==> src/rtl/branch_resolve_unit.sv <==
`default_nettype none
// ============================================================================
// Module      : branch_resolve_unit
// Description : Carries each conditional branch's 2-bit-predictor prediction
//               from ID into EX, compares it with the actual outcome, reports
//               branch/miss back to the predictor and issues a one-cycle
//               flush with the corrected fetch PC on a misprediction.
// Revision    : 1.0 - initial release
// ----------------------------------------------------------------------------
// Configuration macro:
//   BRU_STATS_EN  - adds saturating branch/miss statistics counters and the
//                   stat_branches / stat_misses output ports.
// ----------------------------------------------------------------------------
// Parameters:
//   ADDR_W - width of PC / target addresses
//   STAT_W - width of statistics counters (only used with BRU_STATS_EN)
// Ports:
//   clk           in   core clock, rising edge
//   rst_n         in   asynchronous active-low reset
//   stall         in   global pipeline stall; holds the EX register
//   id_branch     in   conditional branch decoded in ID this cycle
//   id_pred       in   prediction for the ID branch (1 = taken)
//   id_pc4        in   PC+4 of the ID branch (not-taken path)
//   id_target     in   target of the ID branch (taken path)
//   ex_taken      in   actual outcome from the EX comparator
//   branch        out  resolved branch present in EX
//   miss          out  EX branch mispredicted
//   flush         out  squash IF/ID and redirect fetch this cycle
//   redirect_pc   out  correct next-fetch PC, meaningful when flush=1
//   stat_branches out  resolved branch count   (BRU_STATS_EN only)
//   stat_misses   out  misprediction count     (BRU_STATS_EN only)
// ============================================================================
module branch_resolve_unit #(
    parameter int ADDR_W = 32,
    parameter int STAT_W = 32
) (
    input  logic              clk,
    input  logic              rst_n,
    input  logic              stall,
    input  logic              id_branch,
    input  logic              id_pred,
    input  logic [ADDR_W-1:0] id_pc4,
    input  logic [ADDR_W-1:0] id_target,
    input  logic              ex_taken,
    output logic              branch,
    output logic              miss,
    output logic              flush,
    output logic [ADDR_W-1:0] redirect_pc
`ifdef BRU_STATS_EN
    ,
    output logic [STAT_W-1:0] stat_branches,
    output logic [STAT_W-1:0] stat_misses
`endif
);

    // EX-stage copy of the branch and its prediction
    logic              ex_valid_q, ex_valid_d;
    logic              ex_pred_q,  ex_pred_d;
    logic [ADDR_W-1:0] ex_pc4_q,   ex_pc4_d;
    logic [ADDR_W-1:0] ex_target_q, ex_target_d;

    // A branch sitting in ID while we flush is on the wrong path: it enters
    // EX as a bubble so the predictor never hears about it.
    always_comb begin
        ex_valid_d  = id_branch & ~flush;
        ex_pred_d   = id_pred;
        ex_pc4_d    = id_pc4;
        ex_target_d = id_target;
    end

    always_ff @(posedge clk or negedge rst_n) begin
        if (!rst_n) begin
            ex_valid_q  <= 1'b0;
            ex_pred_q   <= 1'b0;
            ex_pc4_q    <= '0;
            ex_target_q <= '0;
        end else if (!stall) begin
            ex_valid_q  <= ex_valid_d;
            ex_pred_q   <= ex_pred_d;
            ex_pc4_q    <= ex_pc4_d;
            ex_target_q <= ex_target_d;
        end
    end

    // flush is held off during a stall; since the EX register also holds,
    // the pending miss fires exactly once, in the first unstalled cycle.
    always_comb begin
        branch      = ex_valid_q;
        miss        = ex_valid_q & (ex_pred_q ^ ex_taken);
        flush       = miss & ~stall;
        redirect_pc = ex_taken ? ex_target_q : ex_pc4_q;
    end

`ifdef BRU_STATS_EN
    localparam logic [STAT_W-1:0] STAT_INC = {{(STAT_W-1){1'b0}}, 1'b1};

    logic [STAT_W-1:0] stat_branches_q;
    logic [STAT_W-1:0] stat_misses_q;

    // Counted on the same condition the predictor updates on, so each
    // branch contributes once; both counters stick at all-ones.
    always_ff @(posedge clk or negedge rst_n) begin
        if (!rst_n) begin
            stat_branches_q <= '0;
            stat_misses_q   <= '0;
        end else begin
            if (branch && !stall && !(&stat_branches_q))
                stat_branches_q <= stat_branches_q + STAT_INC;
            if (miss && !stall && !(&stat_misses_q))
                stat_misses_q <= stat_misses_q + STAT_INC;
        end
    end

    assign stat_branches = stat_branches_q;
    assign stat_misses   = stat_misses_q;
`else
    // STAT_W has no function without the statistics counters
    logic unused_stat_w;
    assign unused_stat_w = (STAT_W > 0);
`endif

endmodule
`default_nettype wire

==> config.mk <==
export PLATFORM = sky130hd
export DESIGN_NAME = branch_resolve_unit
export DESIGN_NICKNAME = d
export VERILOG_FILES = /design/src/rtl/branch_resolve_unit.sv
export SDC_FILE = /design/constraint.sdc
export NUM_CORES = 1
export LEC_CHECK = 0
export BUFFER_PORTS_ARGS = -buffer_cell sky130_fd_sc_hd__buf_2
export CAP_MARGIN = 20
export CORE_ASPECT_RATIO = 0.75
export CORE_MARGIN = 1.5
export CORE_UTILIZATION = 25
export CTS_CLUSTER_SIZE = 12
export DETAILED_ROUTE_END_ITERATION = 12
export HOLD_SLACK_MARGIN = 0.05
export PLACE_DENSITY_LB_ADDON = 0.05
export SYNTH_ARGS = -nofsm -noshare
export SYNTH_HDL_FRONTEND = slang
export SYNTH_SLANG_ARGS = --single-unit
export TNS_END_PERCENT = 20
==> constraint.sdc <==
create_clock -name clk -period 1.17 [get_ports clk]
set_input_delay 0.234 -clock clk [delete_from_list [all_inputs] [get_ports clk]]
set_output_delay 0.234 -clock clk [all_outputs]
set_load 0.005 [all_outputs]
Yosys cells after proc, flatten, opt, wreduce, memory -nomap -nowiden
Cells that the tools add are included.
Widths: inputs -> output; s select.

word-level totals
  output and inout bits = 35
  register bits after elaboration = 66
  bits of input ports = 70

operators by class
  mux-type cells = 1
  bitwise gates (word level) = 6

operator list
  kind         count
  $mux 32      1
  $and 1x1->1  3
  $not 1->1    2
  $xor 1x1->1  1

Logic depth before layout (Yosys ltp)
Gate-level depths: netlist of run 1.

  depth after elaboration = 5
  gate-level depth with buffers = 4
  depth with buffers taken out = 2

Least setup slack after synthesis of run 1
Ideal clock, no wire load.

  path kind = input port to output port
  from = input port ex_taken
  to = output port redirect_pc[0]
  required time = 936 ps
  cell stages on the path = 3
  slack = 3 ps
  path buffers = 2
  data arrival time = 933 ps
  cells stage by stage = buf_2 -> buf_2 -> mux2_2

between the ends
  cells in the longest elaborated chain, start to end = 1

RTL lines
  element          RTL line  text
  start, declared  44        input logic ex_taken,
  $mux 32          91        redirect_pc = ex_taken ? ex_target_q : ex_pc4_q;
  end, declared    48        output logic [ADDR_W-1:0] redirect_pc

No other way between the ends.

Worst setup path after layout of run 1
  from = register ex_pred_q
  to = output port flush

between the ends
  cells in the longest elaborated chain, start to end = 3

RTL lines
  element                 RTL line  text
  start, declared         58        logic ex_pred_q, ex_pred_d;
  start signal, assigned  79        ex_pred_q <= ex_pred_d;
  $xor 1x1->1             89        miss = ex_valid_q & (ex_pred_q ^ ex_taken);
  $and 1x1->1             89
  $and 1x1->1             90        flush = miss & ~stall;
  end, declared           47        output logic flush,

No other way between the ends.

==> impl_results.md, run 1 <==
- Clk slew on worst S/H paths: approximately 0.050 ns
- Number of clock sinks: between 60 and 70
- Clk_lat worst skew: 0.32 ns
- Effective utilization at floorplan: between 20% and 30%
- Estimated wirelength of the detail-placed design: roughly 4600 um
- Maximum achievable frequency: approximately 0.74 GHz
- Fin Clk Skew: roughly 0.000078 ns
- Path type of the worst min-delay path: in2reg
- Synth cell types: 10
- Worst R2R End: branch
- Top fanout value on the critical path: 3
- Weighted congestion reported at the end of routability-driven placement: 0.669
- Global-route usage over all layers: between 10% and 20%
- R2R setup slack: ~0.14 ns
- Avg Inst Size Synth: 16.3 um2
- Overall die area: around 0.012 mm2
- Failing checks: setup timing
- Area post-placement: approximately 0.0037 mm2
- Max-slew violation total from the final report: 0
- Final worst path period share: 116%
- Fillcell total: between 1000 and 1500
- Die height: approximately 97 um
- Length of the first detailed-routing pass in iterations: 4
- Critical path arrival: between 1 and 1.5 ns
- Post-synthesis instance total: approximately 180
- PnR Total Power: 6.10 mW
- Wire length of the first global-routing pass: 10500 um
- Tightest hold margin: roughly 0.14 ns
- Post-layout minimum cycle time: about 1.4 ns
- Outcome: finished, violations left
- Setup repair after global routing missed its margin: yes
- Largest area contributor in the synthesized netlist: sky130_fd_sc_hd__dfrtp_1
- Seq/Total Area, Yosys: between 50% and 60%
- Worst min-delay path startpoint: id_pc4[6]
- Commonest non-fill, non-tap cell in the layout: sky130_fd_sc_hd__buf_2
- GR Overflow Total: 0
- Fraction of synthesized cell area taken by the top area cell type: between 50 and 60%
- Launching point of the worst reg2reg path: ex_pred_q
- DR iter-0 viols: 41
- Inserted Clock Buffers: 9
- Worst slew margin relative to its limit: 79.6%
- Nets in the synthesized netlist: between 200 and 300
- Clock tree from TritonCTS: done
- Post-placement worst setup slack: -0.122 ns
- Capture endpoint of the worst hold path: ex_pc4_q[6]
- Antenna Nets Post-Route: 0
- Startpoint type of the worst setup path: flip-flop
- Layout Area Growth over Synthesis: 39.5%
- Leading post-synthesis cells by cell area: sky130_fd_sc_hd__dfrtp_1 56%, sky130_fd_sc_hd__mux2_2 30%, sky130_fd_sc_hd__mux2_4 9.7%
- Row cnt: 34
- Category of the worst setup path capture point: primary output
- Reg2reg path depth: 3
- Via count of the first global-routing pass: around 2000
- Syn Std Cell Area: around 0.0029 mm2
- Final instance area: 0.00411 mm2
- Worst IR drop on VDD: around 0.00056 V
- Via-to-Cell Ratio: 3.97
- Highest-count cells in the layout ignoring fill and taps: 95 x sky130_fd_sc_hd__buf_2, 72 x sky130_fd_sc_hd__mux2_2, 66 x sky130_fd_sc_hd__dfrtp_1
- Number of antenna violations at the first check in global routing: 0
- Antenna Diode Count: 0
- Area of the core: approximately 0.012 mm2
- Transition time at the pin with the least slew margin: 0.305 ns
- Chip Width: between 100 and 150 um
- Max cap viols: 0
- Final number of setup-violating endpoints: 34
- Data required time of the worst path: 0.94 ns
- Cells on Worst Hold Path: 2
- Number of I/O pins: roughly 110
- Number of register bits inferred by synthesis: 66
- Synth Warn #: 0
- DRC violation count after routing: 0
- Power per cell area: between 1000 and 1500 mW/mm2
- Hold Vio Cnt, Final: 0
- Routed WL: around 6500 um
- Quantity of I/O buffers inserted on ports: around 100
- Type of the setup path with the least slack: reg2out
- Per-cell routed wire length: ~14 um
- CTS H-tree lvls: 3
- Slack of the critical path: -0.183 ns
- Maximum number of pins on one net before global-route repair: 57
- Via count: roughly 1800
- Static leakage: slightly below 2 nW
- Clock Tree Buf Depth: 2
- Share of final-layout standard cells stronger than drive strength 1: around three quarters
- Root Driver: sky130_fd_sc_hd__clkbuf_16
- Layout net count: ~370
[critical path, cell delays in order (launching register included)]
cell and delay (ns):
sky130_fd_sc_hd__dfrtp_1 0.40, sky130_fd_sc_hd__xnor2_2 0.20, sky130_fd_sc_hd__nor2_1 0.07, sky130_fd_sc_hd__buf_2 0.13
[cell families after synthesis]
family / count (synthesis) / synth area share [%]
xor gates and xnor gates: 1 / 0.298
and+or+nand+nor: 4 / 0.765
buffers and inverters: 12 / 2.89
muxes: 97 / 39.5
DFF: 66 / 56.1
AOI/OAI and AO/OA: 1 / 0.383
[state kept, by name (all words and copies together), names as in the netlist]
signal       flops
branch           1
ex_pc4_q        32
ex_target_q     32
ex_pred_q        1
[synthesized netlist by cell type]
cell type	count
sky130_fd_sc_hd__mux2_2	78
sky130_fd_sc_hd__o221a_2	1
sky130_fd_sc_hd__xnor2_1	1
sky130_fd_sc_hd__mux2_4	19
sky130_fd_sc_hd__nor2b_1	1
sky130_fd_sc_hd__nand2b_1	2
sky130_fd_sc_hd__nor2_1	1
sky130_fd_sc_hd__buf_2	8
sky130_fd_sc_hd__dfrtp_1	66
sky130_fd_sc_hd__buf_6	4
[worst max-delay path by stage]
stage               cells after the start  startpoint               to  slack, ns
floorplan                               3    ex_taken   redirect_pc[0]      0.003
global placement                        4    ex_taken  redirect_pc[30]      -0.12
detailed placement                      4    ex_taken  redirect_pc[30]      -0.12
CTS                                     3   ex_pred_q             miss      -0.19
global route                            3   ex_pred_q             miss      -0.25
finish                                  3   ex_pred_q            flush      -0.18
[routing by layer]
layer	wire [um]	part of all wire, %	track usage, %
met2	3110	48	17.5
met1	2990	46	14.1
met4	93	1.4	4.41
met3	336	5.1	3.93
met5	0	0	0
[per-stage QoR]
stage                     std cells  setup TNS [ns]  utilization [%]
final                           464           -5.02             35.6
after global routing            464           -6.66             35.6
after CTS                       462           -5.69             34.8
after detailed placement        445           -2.99             32.3
after global placement          445           -2.91             32.3
after floorplan                 181               0                -
[where the power goes]
part | total (mW) | internal (mW) | switching (mW)
Combinational | 1.01 | 0.666 | 0.349
Clock | 2.46 | 1.53 | 0.930
Sequential | 2.63 | 2.52 | 0.113
[final cells by class]
class / count / area, um2 / share of cell area, %
Tap cell: 162 / 203 / 4.94
Clock inverter: 3 / 15.0 / 0.366
Clock buffer: 12 / 256 / 6.25
Multi-Input combinational cell: 103 / 1240 / 30.1
Sequential cell: 66 / 1650 / 40.2
Timing Repair Buffer: 118 / 743 / 18.1
[timing repair]
item                                    CTS  global route
endpoints found under the setup margin   34            34
endpoints found under the hold margin    66             0
buffers inserted                          1             2
resized for setup                         1            14
hold buffers                              1             0
pin swaps                                 0             1
Power figures use the tool's default switching activity.
==> inputs of run 2 (changes only) <==
--- a/config.mk
+++ b/config.mk
@@ -6,4 +6,5 @@
 export NUM_CORES = 1
 export LEC_CHECK = 0
+export ABC_CLOCK_PERIOD_IN_PS = 1170
 export BUFFER_PORTS_ARGS = -buffer_cell sky130_fd_sc_hd__buf_2
 export CAP_MARGIN = 20
@@ -11,4 +12,5 @@
 export CORE_MARGIN = 1.5
 export CORE_UTILIZATION = 25
+export CTS_BUF_LIST = sky130_fd_sc_hd__clkbuf_4 sky130_fd_sc_hd__clkbuf_8
 export CTS_CLUSTER_SIZE = 12
 export DETAILED_ROUTE_END_ITERATION = 12
==> constraint.sdc (replaced) <==
create_clock -name clk -period 1.17 [get_ports clk]
set_input_delay 0.1755 -clock clk [delete_from_list [all_inputs] [get_ports clk]]
set_output_delay 0.1755 -clock clk [all_outputs]
set_load 0.005 [all_outputs]
==> run 2 against run 1 <==
Against the previous run:
- the run still ends with setup timing left
- maximum frequency increased by 4.5%
- critical path depth decreased by 1
- total power decreased by 5.5%
- largest cell class unchanged
- largest power group unchanged
==> impl_results.md, run 2 (synthesis gave the netlist of run 1 again) <==
- Path type of the worst min-delay path: in2reg
- Estimated wirelength of the detail-placed design: ~4400 um
- GR Overflow Total: 0
- Area post-placement: approximately 0.0037 mm2
- Per-cell routed wire length: 13.1 um
- Wire length of the first global-routing pass: approximately 11000 um
- Leading registers by flop count: ex_pc4_q: 32 flops, ex_target_q: 32 flops
- Setup repair after global routing missed its margin: yes
- Endpoint of the most critical setup path: redirect_pc[10]
- Worst R2R End: branch
- Startpoint type of the worst setup path: flip-flop
- R2R setup slack: roughly 0.26 ns
- Outcome: finished, violations left
- Type of the setup path with the least slack: reg2out
- Register area: roughly 0.0017 mm2
- Global-route usage over all layers: ~11%
- Max cap viols: 0
- Category of the worst setup path capture point: primary output
- Critical path startpoint: ex_pc4_q[10]
- Root Driver: sky130_fd_sc_hd__clkbuf_8
- Number of antenna violations at the first check in global routing: 0
- Power per cell area: between 1000 and 1500 mW/mm2
- Via-to-Cell Ratio: around 4
- Tightest hold margin: about 0.07 ns
- Area of the core: roughly 0.012 mm2
- Clock tree from TritonCTS: done
- Critical path arrival: between 1 and 1.5 ns
- DRC violation count after routing: 0
- Data required time of the worst path: 0.99 ns
- Top fanout value on the critical path: 2
- Reg2reg path depth: 2
- Layout net count: between 400 and 500
- Number of I/O pins: roughly 110
- Die height: slightly below 100 um
- Launching point of the worst reg2reg path: ex_pred_q
- Transition time at the pin with the least slew margin: roughly 0.37 ns
- Commonest non-fill, non-tap cell in the layout: sky130_fd_sc_hd__buf_2
- Routed WL: approximately 6700 um
- Antenna Diode Count: 0
- Slack of the critical path: -0.125 ns
- Share of final-layout standard cells stronger than drive strength 1: ~65%
- Inserted Clock Buffers: 9
- Multi-input combinational cell area: between 0.001 and 0.0015 mm2
- Length of the first detailed-routing pass in iterations: 4
- Row cnt: 34
- DR iter-0 viols: 55
- Max-slew violation total from the final report: 0
- Failing checks: setup timing
- Fillcell total: ~1100
- Fraction of the core area covered by cells at the end of the flow: roughly two fifths
- Post-layout minimum cycle time: 1.29 ns
- Final number of setup-violating endpoints: 34
- Highest-count cells in the layout ignoring fill and taps: 96 x sky130_fd_sc_hd__buf_2, 75 x sky130_fd_sc_hd__mux2_2, 66 x sky130_fd_sc_hd__dfrtp_1
- Number of clock sinks: between 60 and 70
- Effective utilization at floorplan: between 20% and 30%
- Clk_lat worst skew: around 0.33 ns
- Final worst path period share: 111%
- CTS H-tree lvls: 3
- PnR Total Power: just under 6 mW
- Overall die area: approximately 0.012 mm2
- Maximum achievable frequency: 0.772 GHz
- Post-placement worst setup slack: -0.00827 ns
- Clock Tree Buf Depth: 2
- Static leakage: about 2.1 nW
- Weighted congestion reported at the end of routability-driven placement: 0.669
- Fin Clk Skew: around 0.0045 ns
- Final instance area: about 0.0045 mm2
- Via count: about 2000
- Cells on Worst Hold Path: 2
- Via count of the first global-routing pass: around 2100
- Clk slew on worst S/H paths: approximately 0.070 ns
- Chip Width: 128 um
- Layout Area Growth over Synthesis: 54.1%
- Worst IR drop on VDD: 0.000714 V
- Maximum number of pins on one net before global-route repair: between 60 and 70
- Worst slew margin relative to its limit: 75.5%
- Quantity of I/O buffers inserted on ports: around 100
- Hold Vio Cnt, Final: 0
- Antenna Nets Post-Route: 0
==> run 2: worst max-delay path, stage by stage (launching register included) <==
cell and delay, ns:
sky130_fd_sc_hd__dfrtp_1 0.39, sky130_fd_sc_hd__mux2_4 0.28, sky130_fd_sc_hd__buf_6 0.12
==> run 2: routing by layer <==
layer  up-vias  track usage, %  routed length, um
li1        971               -                  -
met1       997            14.4               3090
met2        57            17.7               3140
met3         8            4.20                368
met4         0            4.15                110
met5         -               0                  0
==> run 2: area by class of cell <==
type / count / area share, %
flip-flops and latches: 66 / 36.4
repair buffers: 167 / 27.5
multi-input cells: 103 / 27.0
well taps: 162 / 4.47
clock buffers: 13 / 3.81
clock inverters: 2 / 0.773
==> run 2: report_power, final <==
group	switching [mW]	total, mW	internal, mW
Combinational	0.368	1.13	0.758
Sequential	0.110	2.62	2.51
Clock	0.847	2.02	1.17
==> run 2: how the worst min path moves through the flow <==
stage,startpoint,end,slack [ns]
after floorplan,rst_n,branch,-0.12
after global placement,rst_n,ex_pc4_q[23],0.24
after detailed placement,rst_n,ex_target_q[23],0.23
after CTS,id_pc4[1],ex_pc4_q[1],0.05
after global routing,id_pc4[14],ex_pc4_q[14],0.05
final,id_target[4],ex_target_q[4],0.07
==> run 2: per-stage QoR <==
stage | cells | setup TNS [ns]
global route | 513 | -5.89
floorplan | 181 | 0
detailed placement | 443 | -0.0260
global placement | 443 | -0.00518
finish | 513 | -3.59
CTS | 503 | -4.64
==> run 2: timing repair <==
action,in CTS,in global routing
endpoints found under the setup margin,34,34
setup buffers,1,1
hold buffers,44,9
gates resized for setup,4,7
hold endpoints to repair,109,9
